==> src/rtl/adder32_share_ctrl_pkg.sv <==
// Shared constants, types and helpers for the shared 32-bit adder controller.
// Result records are {cout, sum}; the sum bit order is [0:31] with index 0 = MSB.
package adder32_share_ctrl_pkg;

  localparam int unsigned AddW    = 32;
  localparam int unsigned Lat     = 2;
  localparam int unsigned MaxNreq = 8;

  typedef logic [0:AddW-1] word_t;
  typedef logic [AddW:0]   res_t;  // {cout, sum}

  // Full-width add with carry-in; the MSB of the result is the carry-out.
  function automatic res_t add_with_carry(word_t a, word_t b, logic cin);
    return res_t'(a) + res_t'(b) + res_t'(cin);
  endfunction

  // Increment modulo n; used for the round-robin and FIFO pointers.
  function automatic int unsigned wrap_inc(int unsigned v, int unsigned n);
    return (v + 1 >= n) ? 0 : v + 1;
  endfunction

endpackage

==> src/rtl/adder32_share_ctrl_rsp_fifo.sv <==
// Synchronous response FIFO of {id, cout, sum} records with an occupancy count.
// Storage is unreset; only the pointers and count are cleared by reset.
module adder32_share_ctrl_rsp_fifo
  import adder32_share_ctrl_pkg::*;
#(
  parameter int unsigned Width = 35,
  parameter int unsigned Depth = 4,
  parameter int unsigned CntW  = $clog2(Depth + 1)
) (
  input  logic             clk_i,
  input  logic             rst_ni,
  input  logic             push_i,
  input  logic [Width-1:0] wdata_i,
  input  logic             pop_i,
  output logic [Width-1:0] rdata_o,
  output logic             valid_o,
  output logic [CntW-1:0]  count_o
);

  localparam int unsigned PtrW = (Depth > 1) ? $clog2(Depth) : 1;

  logic [Width-1:0] mem_q [Depth];
  logic [PtrW-1:0]  wr_ptr_q, wr_ptr_d;
  logic [PtrW-1:0]  rd_ptr_q, rd_ptr_d;
  logic [CntW-1:0]  count_q, count_d;
  logic             do_pop;

  assign valid_o = (count_q != '0);
  assign do_pop  = pop_i & valid_o;

  always_comb begin
    wr_ptr_d = wr_ptr_q;
    rd_ptr_d = rd_ptr_q;
    count_d  = count_q;
    if (push_i) begin
      wr_ptr_d = PtrW'(wrap_inc(32'(wr_ptr_q), Depth));
    end
    if (do_pop) begin
      rd_ptr_d = PtrW'(wrap_inc(32'(rd_ptr_q), Depth));
    end
    // Simultaneous push and pop leaves the count unchanged.
    unique case ({push_i, do_pop})
      2'b10:   count_d = count_q + CntW'(1);
      2'b01:   count_d = count_q - CntW'(1);
      default: count_d = count_q;
    endcase
  end

  always_ff @(posedge clk_i or negedge rst_ni) begin
    if (!rst_ni) begin
      wr_ptr_q <= '0;
      rd_ptr_q <= '0;
      count_q  <= '0;
    end else begin
      wr_ptr_q <= wr_ptr_d;
      rd_ptr_q <= rd_ptr_d;
      count_q  <= count_d;
    end
  end

  always_ff @(posedge clk_i) begin
    if (push_i) begin
      mem_q[wr_ptr_q] <= wdata_i;
    end
  end

  assign rdata_o = mem_q[rd_ptr_q];
  assign count_o = count_q;

endmodule

==> src/rtl/adder32_share_ctrl.sv <==
// Shares one 2-stage synchronous 32-bit adder among NReq requesters with a round-robin
// arbiter, an ID tag pipe, a credit-gated issue path and a buffered response FIFO.
module adder32_share_ctrl
  import adder32_share_ctrl_pkg::*;
#(
  parameter int unsigned NReq      = 4,
  parameter int unsigned IdW       = $clog2(NReq),
  parameter int unsigned FifoDepth = 4
) (
  input  logic                       clk_i,
  input  logic                       rst_ni,
  input  logic [NReq-1:0]            req_valid_i,
  output logic [NReq-1:0]            req_ready_o,
  input  logic [NReq-1:0][0:AddW-1]  req_a_i,
  input  logic [NReq-1:0][0:AddW-1]  req_b_i,
  input  logic [NReq-1:0]            req_cin_i,
  output logic                       rsp_valid_o,
  input  logic                       rsp_ready_i,
  output logic [IdW-1:0]             rsp_id_o,
  output logic [0:AddW-1]            rsp_sum_o,
  output logic                       rsp_cout_o
);

  localparam int unsigned CntW = $clog2(FifoDepth + 1);
  localparam int unsigned RspW = IdW + AddW + 1;

  logic [IdW-1:0]          ptr_q, ptr_d;
  logic                    gnt_found;
  logic [IdW-1:0]          gnt_id;
  logic [IdW-1:0]          scan_id;
  logic                    issue_ok;
  logic                    xfer;
  int unsigned             inflight;

  logic [Lat-1:0]          tag_vld_q, tag_vld_d;
  logic [Lat-1:0][IdW-1:0] tag_id_q, tag_id_d;

  word_t                   op_a, op_b;
  logic                    op_cin;
  word_t                   a_q, b_q;
  logic                    cin_q;
  res_t                    res_q;

  logic [CntW-1:0]         fifo_count;
  logic                    fifo_valid;
  logic [RspW-1:0]         fifo_rdata;
  logic                    fifo_push;
  logic                    fifo_pop;

  // Credits come from registered state only, so a pop frees its slot one cycle later.
  always_comb begin
    inflight = 0;
    for (int unsigned k = 0; k < Lat; k++) begin
      if (tag_vld_q[k]) begin
        inflight = inflight + 1;
      end
    end
    issue_ok = (inflight + 32'(fifo_count)) < FifoDepth;
  end

  always_comb begin
    gnt_found = 1'b0;
    gnt_id    = '0;
    scan_id   = '0;
    for (int unsigned k = 0; k < NReq; k++) begin
      scan_id = IdW'((32'(ptr_q) + k) % NReq);
      if (!gnt_found && req_valid_i[scan_id]) begin
        gnt_found = 1'b1;
        gnt_id    = scan_id;
      end
    end
    // Ready is held low while reset is asserted.
    xfer        = gnt_found & issue_ok & rst_ni;
    req_ready_o = '0;
    if (xfer) begin
      req_ready_o[gnt_id] = 1'b1;
    end
    ptr_d = ptr_q;
    if (xfer) begin
      ptr_d = IdW'(wrap_inc(32'(gnt_id), NReq));
    end
  end

  always_comb begin
    op_a   = '0;
    op_b   = '0;
    op_cin = 1'b0;
    if (xfer) begin
      op_a   = req_a_i[gnt_id];
      op_b   = req_b_i[gnt_id];
      op_cin = req_cin_i[gnt_id];
    end
  end

  always_comb begin
    tag_vld_d    = tag_vld_q;
    tag_id_d     = tag_id_q;
    tag_vld_d[0] = xfer;
    tag_id_d[0]  = gnt_id;
    for (int unsigned k = 1; k < Lat; k++) begin
      tag_vld_d[k] = tag_vld_q[k-1];
      tag_id_d[k]  = tag_id_q[k-1];
    end
  end

  always_ff @(posedge clk_i or negedge rst_ni) begin
    if (!rst_ni) begin
      ptr_q     <= '0;
      tag_vld_q <= '0;
      tag_id_q  <= '0;
    end else begin
      ptr_q     <= ptr_d;
      tag_vld_q <= tag_vld_d;
      tag_id_q  <= tag_id_d;
    end
  end

  // Adder datapath: unreset input and output flops, qualified by the tag pipe.
  always_ff @(posedge clk_i) begin
    a_q   <= op_a;
    b_q   <= op_b;
    cin_q <= op_cin;
    res_q <= add_with_carry(a_q, b_q, cin_q);
  end

  assign fifo_push = tag_vld_q[Lat-1];
  assign fifo_pop  = fifo_valid & rsp_ready_i;

  adder32_share_ctrl_rsp_fifo #(
    .Width (RspW),
    .Depth (FifoDepth),
    .CntW  (CntW)
  ) u_rsp_fifo (
    .clk_i   (clk_i),
    .rst_ni  (rst_ni),
    .push_i  (fifo_push),
    .wdata_i ({tag_id_q[Lat-1], res_q}),
    .pop_i   (fifo_pop),
    .rdata_o (fifo_rdata),
    .valid_o (fifo_valid),
    .count_o (fifo_count)
  );

  assign rsp_valid_o = fifo_valid;

  // Unreset storage never reaches the outputs while the FIFO is empty.
  always_comb begin
    {rsp_id_o, rsp_cout_o, rsp_sum_o} = '0;
    if (fifo_valid) begin
      {rsp_id_o, rsp_cout_o, rsp_sum_o} = fifo_rdata;
    end
  end

endmodule

==> config.mk <==
export PLATFORM = sky130hd
export DESIGN_NAME = adder32_share_ctrl
export DESIGN_NICKNAME = d
export VERILOG_FILES = /design/src/rtl/adder32_share_ctrl_pkg.sv /design/src/rtl/adder32_share_ctrl_rsp_fifo.sv /design/src/rtl/adder32_share_ctrl.sv
export SDC_FILE = /design/constraint.sdc
export NUM_CORES = 1
export LEC_CHECK = 0
export BUFFER_PORTS_ARGS = -buffer_cell sky130_fd_sc_hd__buf_2
export CAP_MARGIN = 20
export CORE_MARGIN = 2
export CORE_UTILIZATION = 40
export DETAILED_ROUTE_END_ITERATION = 12
export PLACE_DENSITY = 0.71
export SYNTH_ARGS = -nofsm -noshare
export SYNTH_HDL_FRONTEND = slang
export SYNTH_SLANG_ARGS = --single-unit
==> constraint.sdc <==
create_clock -name clk_i -period 2.8 [get_ports clk_i]
set_input_delay 0.14 -clock clk_i [delete_from_list [all_inputs] [get_ports clk_i]]
set_output_delay 0.14 -clock clk_i [all_outputs]
set_load 0.02 [all_outputs]
# == Word-level counts from Yosys, hierarchy flattened ==
# Memories as Yosys holds them, arrays and structs flattened.
# Cells that the tools add are included.
# Widths: inputs -> output; s select.
# word_totals
output_inout_bits,40
regBits,113
ramBits,140
n_memories,1
elab_cells,85
input_bits,267
# memory_table
memory,words,width,rd,rd_clocked_by_memory_dff,wr,line,rtl
u_rsp_fifo.mem_q,4,35,1,0,1,adder32_share_ctrl_rsp_fifo.sv:22,logic [Width-1:0] mem_q [Depth];
# classes
mux,36
bitwise_logic,4
n_eq_ne,2
n_lt_le_gt_ge,10
n_addsub,12
n_reduce_logical,9
# ops
op,count
$bmux 32 s2,2
$mux 32,4
$add 32x32->33,1
$add 33x1->33,1
$add 32x1->32 const B,1
$add 32x3->32,1
$lt 32x3->1 const B,1
$mux 2,8
$lt 2x3->1 const B,5
$mux 1,14
$bmux 1 s2,5
$add 2x1->3 const B,3
$ge 3x3->1 const B,3
$pmux 3 s2,1
$add 2x2->2 const B,2
$and 1x1->1,4
$logic_and 1x1->1,4
$mux 4,1
$add 3x1->3 const B,1
$logic_not 1->1,3
$reduce_bool 3->1,1
$sub 3x1->3 const B,1
$add 2x1->2 const B,1
$demux 1 s2,1
4 further kinds,4

# == Longest topological paths before layout ==
# Gate-level depths: netlist (run 1).
# logic_depth
ltp_word,17
mapped_depth,10
depth_no_buf,9

# == Modules after synthesis ==
# Synthesis (run 1) repeated with hierarchy kept, for this count alone.
# hier_totals
cells_unflattened,805
hier_area_um2,12029.0
# by_module_without_submodules
mod,cells_each,area_each_um2,seq_area_each_um2,instances
adder32_share_ctrl,583,6501.2,2162.1,1
adder32_share_ctrl_rsp_fifo,222,5527.8,4379.2,1

# == Least setup slack after synthesis (run 1) ==
# No wires, ideal clock.
# synth_path
kind,register to register
startpoint,register a_q[0]
endpoint,register res_q[16]
setup_time_ps,106
slack_ps,395
required_time_ps,2694
period_less_slack_ps,2405
stages_incl_launch_ff,10
arrival_ps,2299
n_path_buf,0
path_cell_list,dfxtp_1 fa_1 fa_1 a21oi_1 o211ai_1 a21oi_1 o21ai_0 a21boi_0 nand3_1 o311ai_0
# synth_between
elab_chain_cells,2
# synth_rtl
element,line,rtl
start: declaration,adder32_share_ctrl.sv:40,"word_t a_q, b_q;"
start signal: assignment,adder32_share_ctrl.sv:120,a_q <= op_a;
$add 32x32->33,adder32_share_ctrl_pkg.sv:14,return res_t'(a) + res_t'(b) + res_t'(cin);
$add 33x1->33,adder32_share_ctrl_pkg.sv:14,
end signal: assignment,adder32_share_ctrl.sv:123,"res_q <= add_with_carry(a_q, b_q, cin_q);"
end: declaration,adder32_share_ctrl.sv:42,res_t res_q;
# No other way between the ends.
# A chain may end at the register's enable or synchronous reset.

# == Worst setup path in the final report (run 1) ==
# layout_path
startpoint,register tag_vld_q[1]
endpoint,register b_q[24]
# layout_between
elab_chain_cells,5
# layout_rtl
element,line,rtl
start: declaration,adder32_share_ctrl.sv:35,"logic [Lat-1:0] tag_vld_q, tag_vld_d;"
start signal: assignment,adder32_share_ctrl.sv:113,tag_vld_q <= tag_vld_d;
$mux 32,adder32_share_ctrl.sv:54,if (tag_vld_q[k]) begin
$add 32x3->32,adder32_share_ctrl.sv:58,issue_ok = (inflight + 32'(fifo_count)) < FifoDepth;
$lt 32x3->1,adder32_share_ctrl.sv:58,
$and 1x1->1 (2 in a row),adder32_share_ctrl.sv:73,xfer = gnt_found & issue_ok & rst_ni;
end signal: assignment,adder32_share_ctrl.sv:121,b_q <= op_b;
end: declaration,adder32_share_ctrl.sv:40,
# No other way between the ends.

==> results of run 1 <==
==> flip-flops by register name (all words and copies together), names as in the netlist, named ones only <==
name	flops
u_rsp_fifo.mem_q	140
tag_vld_q	2
a_q	32
b_q	32
cin_q	1
tag_id_d	2
tag_id_q	2
res_q	33
u_rsp_fifo.rd_ptr_q	2
u_rsp_fifo.wr_ptr_q	2
u_rsp_fifo.count_o	3
ptr_q	1
==> tightest hold or removal path: stages <==
cell and delay, ns:
buf_2 0.12, nand2_1 0.11, a311oi_1 0.11
==> placed cells by master (no fill, tap or decap), types with 5 or more instances in the layout <==
master         netlist  routed
a21o_1               7       7
a21oi_1             33      32
a311oi_1            66      66
and2_1              46      46
and3_1              67      67
buf_12               0       5
buf_2                9     306
buf_4                1      29
clkbuf_1            52       7
clkbuf_16            0      27
dfrtp_1             15      12
dfxtp_1             98      98
dlygate4sd3_1        0     144
edfxtp_1           140     140
ha_1                43      43
inv_1               20      20
mux4_2              35      35
nand2_1            285     285
nand3_1             15      14
nor2_1              24      24
nor3_1               7       7
o211ai_1             6       6
o21ai_0             15      15
xnor2_1             18      18
xor2_1              12      12
==> path summary, 6_finish.rpt <==
kind,startpoint,end,slack [ns],depth (start not counted)
worst max-delay path,tag_vld_q[1],b_q[24],0.10,9
worst min-delay path,req_a_i[117],a_q[21],0.02,3
worst max register to register,tag_vld_q[1],b_q[24],0.10,9
worst min register to register,tag_id_d[3],tag_id_q[3],0.35,0
max in group asynchronous,rst_ni,tag_vld_q[1],2.44,3
min in group asynchronous,rst_ni,tag_vld_q[0],0.14,3
==> layout make-up <==
type | instances | area (sq um) | share of cell area
multi-input combinational | 745 | 5120 | 0.313
timing repair buffer | 488 | 3360 | 0.205
clock buffer | 32 | 652 | 0.0398
antenna | 3 | 7.51 | 0.000458
tap | 390 | 488 | 0.0298
inverter | 23 | 96.3 | 0.00588
sequential | 253 | 6550 | 0.399
clock inverter | 12 | 111 | 0.00680
==> metal layers <==
layer	track usage	vias up	wire [um]
li1	-	4850	-
met5	0	-	27
met4	0.0892	4	1570
met2	0.359	497	16900
met1	0.287	4865	15100
met3	0.0243	128	2270
==> through the flow <==
step	power (uW)	TNS, ns	cells
3_3_place_gp	11500	0	1748
6_report	15200	0	1946
5_1_grt	16100	-0.0243	1945
4_1_cts	15100	0	1938
3_5_place_dp	11600	0	1748
2_1_floorplan	9540	0	1090
==> kinds of logic (layout without fill, tap and decap cells) <==
group | Yosys count | after routing | synth area share
muxes | 38 | 38 | 0.0685
AOI/OAI and AO/OA | 166 | 166 | 0.105
DFF | 253 | 253 | 0.546
xor gates and xnor gates | 30 | 30 | 0.0219
buffers and inverters | 93 | 555 | 0.0310
and+or+nand+nor | 464 | 465 | 0.178
other | 0 | 3 | 0
adders and majority gates | 46 | 46 | 0.0499
==> power groups by stage <==
| stage | clock [uW] | combinational, uW | sequential [uW] |
|---|---|---|---|
| 2_1_floorplan | 0 | 4180 | 5350 |
| 3_3_place_gp | 0 | 5850 | 5620 |
| 3_5_place_dp | 0 | 5930 | 5670 |
| 4_1_cts | 3210 | 6270 | 5600 |
| 5_1_grt | 3380 | 7010 | 5690 |
| 6_report | 3130 | 6430 | 5590 |
==> cells in the mapped netlist, types with 2 or more instances <==
| cell type | number |
|---|---|
| or3_1 | 2 |
| o211ai_1 | 6 |
| a21boi_0 | 2 |
| o21ai_0 | 15 |
| o21ai_1 | 4 |
| xnor2_1 | 18 |
| nand3_1 | 15 |
| nor3b_1 | 2 |
| dfxtp_1 | 98 |
| buf_1 | 7 |
| nand2b_1 | 3 |
| nor2_1 | 24 |
| and2_1 | 46 |
| clkbuf_1 | 52 |
| and3_1 | 67 |
| a31oi_1 | 4 |
| edfxtp_1 | 140 |
| fa_1 | 3 |
| buf_2 | 9 |
| mux4_2 | 35 |
| a21oi_1 | 33 |
| inv_2 | 3 |
| o21a_1 | 3 |
| a21oi_2 | 2 |
| xor2_1 | 12 |
| dfrtp_1 | 15 |
| a21o_1 | 7 |
| nor2b_1 | 3 |
| o311ai_0 | 2 |
| a211oi_1 | 3 |
| inv_1 | 20 |
| nand2_1 | 285 |
| mux2_2 | 2 |
| a311oi_1 | 66 |
| nor3_1 | 7 |
| o21bai_1 | 2 |
| ha_1 | 43 |
==> timing repair <==
action,4_1_cts,5_1_grt
gates cloned,1,2
pin swaps,1,2
setup buffers,1,3
hold buffers,144,0
endpoints found under the setup margin,4,30
hold endpoints to repair,78,0
resized for setup,5,11
==> flow_metrics.env, run 1 <==
export IMPL_status="complete, no violations"
export IMPL_worstSetupPathType="reg2reg"
export IMPL_rsz0062_at_grt="true"
export IMPL_slowest_stage="dlygate4sd3_1"
export IMPL_switchingPower_uw=5530
export IMPL_clk_pin_slew_ns=0.06
export IMPL_max_freq_ghz=0.371
export IMPL_path_cells="ha_1, ha_1, nand3_1, nand3_2, or2_4, buf_4, buf_4, a311oi_1, dlygate4sd3_1"
export IMPL_yosys_area_top_type="edfxtp_1"
export IMPL_ioPinCount=307
export IMPL_seq_area_frac_synth=0.546
export IMPL_rows=63
export IMPL_p_int_uw=9620
export IMPL_cpPeakStageDelay_ns=0.58
export IMPL_cp_end_kind="register"
export IMPL_critPathLaunchType="register"
export IMPL_fin_skew_ns=0.0108
export IMPL_async_flop_share=0.0593
export IMPL_drv_slew=0
export IMPL_fin_area_sq_um=16400
export IMPL_syn_inst=1090
export IMPL_wire_per_inst_um=18.4
export IMPL_hold_path_class="in2reg"
export IMPL_cts_root_buf="clkbuf_16"
export IMPL_critical_path_buf_inv_count=3
export IMPL_ys_warn_count=0
export IMPL_syn_area_per_cell_sq_um=11.0
export IMPL_final_period_utilization=0.963
export IMPL_drv_cap=0
export IMPL_crit_family="buffers and inverters"
export IMPL_viasPerCell=5.32
export IMPL_pre_cts_ws_ns=0.132
export IMPL_tightestPinTransition_ns=0.777
export IMPL_htree_num_levels=1
export IMPL_worst_slack_ns=0.105
export IMPL_slew_headroom=0.477
export IMPL_sw_frac_of_total=0.365
export IMPL_cts_tree="built"
export IMPL_area_growth_pct=36.7
export IMPL_synth_edf_count=140
export IMPL_start_util=0.406
export IMPL_drt_initial_drc_count=762
export IMPL_ant_nets=0
export IMPL_finalWeightedCongestion=0.870
export IMPL_drive_gt1_frac=0.281
export IMPL_layout_nets=1849
export IMPL_min_period_ns=2.70
export IMPL_grt_pass1_wl_um=53000
export IMPL_cts_sinks=253
export IMPL_power_per_cell_area_nw_per_um2=925
export IMPL_synth_flop_cell="edfxtp_1"
export IMPL_drc_errors=0
export IMPL_core_region_area_sq_um=29600
export IMPL_arrival_ns=3.14
export IMPL_cts_inserted_buffers=25
export IMPL_routed_wl_um=35900
export IMPL_grt_pass1_vias=10100
export IMPL_grt_use_total=0.216
export IMPL_p_leak_uw=0.00711
export IMPL_die_w_um=177
export IMPL_syn_area_sq_um=12000
export IMPL_die_area_sq_um=31400
export IMPL_ir_worst_vdd_v=0.000358
export IMPL_gr_total_overflow=0
export IMPL_p_comb_frac=0.424
export IMPL_grt_max_degree=69
export IMPL_placed_cell_area_sq_um=14100
export IMPL_insertion_delay_ns=0.50
export IMPL_syn_nets=1403
export IMPL_firstDrtPassIters=5
export IMPL_clock_path_buffers=3
export IMPL_die_y_um=177
export IMPL_synth_cell_types=67
export IMPL_portBuffers=306
export IMPL_antenna_found_initial=4
export IMPL_final_hold_viol_count=0
export IMPL_setup_viol=0
export IMPL_cp_required_ns=3.24
export IMPL_synth_area_leaders="edfxtp_1, dfxtp_1, nand2_1, mux4_2, a311oi_1"
export IMPL_sequentialPowerShare=0.369
export IMPL_crit_fanout=16
export IMPL_p_clk_frac=0.207
export IMPL_final_core_util=0.554
export IMPL_dp_final_hpwl_um=23800
export IMPL_ys_seq_elements=253
export IMPL_synth_top_area_frac=0.351
export IMPL_whs_ns=0.0158
export IMPL_vias=10300
export IMPL_fill_cells=2490
(Power assumes the default switching activity.)
==> inputs of run 2 (changes only) <==
Settings changed: RECOVER_POWER from default to 100, SKIP_CTS_REPAIR_TIMING from default to 1.
==> flow_metrics.env, run 2 (synthesis gave the netlist of run 1 again) <==
export IMPL_status="complete, no violations"
export IMPL_die_y_um=177
export IMPL_p_clk_frac=0.209
export IMPL_insertion_delay_ns=0.50
export IMPL_sequentialPowerShare=0.373
export IMPL_mostFrequentLayoutCells="buf_2, nand2_1, edfxtp_1"
export IMPL_p_total_uw=15000
export IMPL_hold_path_class="in2reg"
export IMPL_cts_inserted_buffers=25
export IMPL_rows=63
export IMPL_arrival_ns=3.17
export IMPL_max_freq_ghz=0.367
export IMPL_wire_per_inst_um=18.0
export IMPL_start_util=0.406
export IMPL_cts_root_buf="clkbuf_16"
export IMPL_worstHoldPathCells=3
export IMPL_worstSetupPathType="reg2reg"
export IMPL_portBuffers=306
export IMPL_grt_max_degree=69
export IMPL_multi_input_area_sq_um=5120
export IMPL_grt_pass1_wl_um=47600
export IMPL_die_area_sq_um=31400
export IMPL_min_to="b_q[21]"
export IMPL_critPathLaunchType="register"
export IMPL_final_common_cell="buf_2"
export IMPL_top_register="u_rsp_fifo.mem_q"
export IMPL_p_leak_uw=0.00699
export IMPL_p_int_uw=9530
export IMPL_r2r_slack_ns=0.07
export IMPL_slew_headroom=0.323
export IMPL_fin_skew_ns=0.00782
export IMPL_tightestPinTransition_ns=1.02
export IMPL_antenna_found_initial=3
export IMPL_cp_required_ns=3.25
export IMPL_layout_nets=1830
export IMPL_routed_wl_um=34700
export IMPL_dp_final_hpwl_um=23800
export IMPL_final_hold_viol_count=0
export IMPL_fill_cells=2518
export IMPL_switchingPower_uw=5470
export IMPL_viasPerCell=5.29
export IMPL_drive_gt1_frac=0.279
export IMPL_cts_sinks=253
export IMPL_setup_viol=0
export IMPL_seqCellArea_sq_um=6540
export IMPL_grt_pass1_vias=8933
export IMPL_cp_end_kind="register"
export IMPL_ir_worst_vdd_v=0.000377
export IMPL_worstRegToRegCells=9
export IMPL_min_period_ns=2.73
export IMPL_cpPeakStageDelay_ns=0.58
export IMPL_cts_tree="built"
export IMPL_grt_use_total=0.194
export IMPL_clock_path_buffers=3
export IMPL_final_period_utilization=0.974
export IMPL_crit_fanout=14
export IMPL_whs_ns=0.00993
export IMPL_firstDrtPassIters=5
export IMPL_die_w_um=177
export IMPL_top_regs="u_rsp_fifo.mem_q: 140 flops, res_q: 33 flops"
export IMPL_power_per_cell_area_nw_per_um2=929
export IMPL_worst_slack_ns=0.0740
export IMPL_core_region_area_sq_um=29600
export IMPL_pre_cts_ws_ns=0.132
export IMPL_largest_register_ffs=140
export IMPL_clk_pin_slew_ns=0.06
export IMPL_drv_cap=0
export IMPL_slowest_stage="dlygate4sd3_1"
export IMPL_ioPinCount=307
export IMPL_reg2reg_from="tag_vld_q[1]"
export IMPL_drc_errors=0
export IMPL_area_growth_pct=34.7
export IMPL_final_core_util=0.546
export IMPL_path_cells="ha_1, ha_1, nand3_1, nand3_2, or2_4, buf_4, buf_4, a311oi_1, dlygate4sd3_1"
export IMPL_htree_num_levels=1
export IMPL_drt_initial_drc_count=759
export IMPL_p_comb_frac=0.418
export IMPL_min_from="req_b_i[53]"
export IMPL_finalWeightedCongestion=0.870
export IMPL_rsz0062_at_grt="true"
export IMPL_ant_nets=0
export IMPL_reg2reg_to="a_q[18]"
export IMPL_gr_total_overflow=0
export IMPL_vias=10200
export IMPL_sw_frac_of_total=0.365
export IMPL_drv_slew=0
==> run 2: per-stage QoR <==
step	TNS, ns	area, sq um	std cells
2_1_floorplan	0	12000	1090
3_3_place_gp	0	14100	1748
3_5_place_dp	0	14100	1748
4_1_cts	-1.18	14800	1792
5_1_grt	-0.142	16100	1925
6_report	0	16100	1926
==> run 2: worst max path at each step <==
stage / from / end / slack, ns
6_report: tag_vld_q[1] / a_q[18] / 0.07
3_3_place_gp: a_q[0] / res_q[26] / 0.24
2_1_floorplan: a_q[0] / res_q[16] / 0.40
5_1_grt: tag_vld_q[1] / b_q[24] / -0.08
4_1_cts: tag_vld_q[1] / req_ready_o[3] / -0.30
3_5_place_dp: a_q[0] / res_q[26] / 0.13
==> run 2: routing by layer <==
layer  track usage  vias to the layer above  share of wire
li1              -                     4806              -
met1         0.271                     4759           0.42
met2         0.325                      518           0.48
met3        0.0202                      102          0.067
met4        0.0444                        4          0.028
met5             0                        -        0.00078
==> run 2: power groups by stage <==
stage | logic, uW | clock network, uW | registers [uW]
global placement | 5850 | 0 | 5620
detailed placement | 5930 | 0 | 5670
finish | 6270 | 3130 | 5600
floorplan | 4180 | 0 | 5350
global route | 6860 | 3380 | 5700
CTS | 5940 | 3210 | 5600
==> run 2: area by class of cell <==
type / instances / area share
clock buffer: 32 / 0.0404
antenna: 2 / 0.000310
multi-input combinational: 745 / 0.317
sequential: 253 / 0.405
timing repair buffer: 469 / 0.194
inverter: 23 / 0.00581
tap: 390 / 0.0302
clock inverter: 12 / 0.00690
==> run 2: worst max-delay path: cells and delay by family, from the launching register on <==
family,cells,cell delay (ns)
and+or+nand+nor,3,0.56
adders and majority gates,2,0.48
buffers and inverters,3,0.96
DFF,1,0.45
AOI/OAI and AO/OA,1,0.22
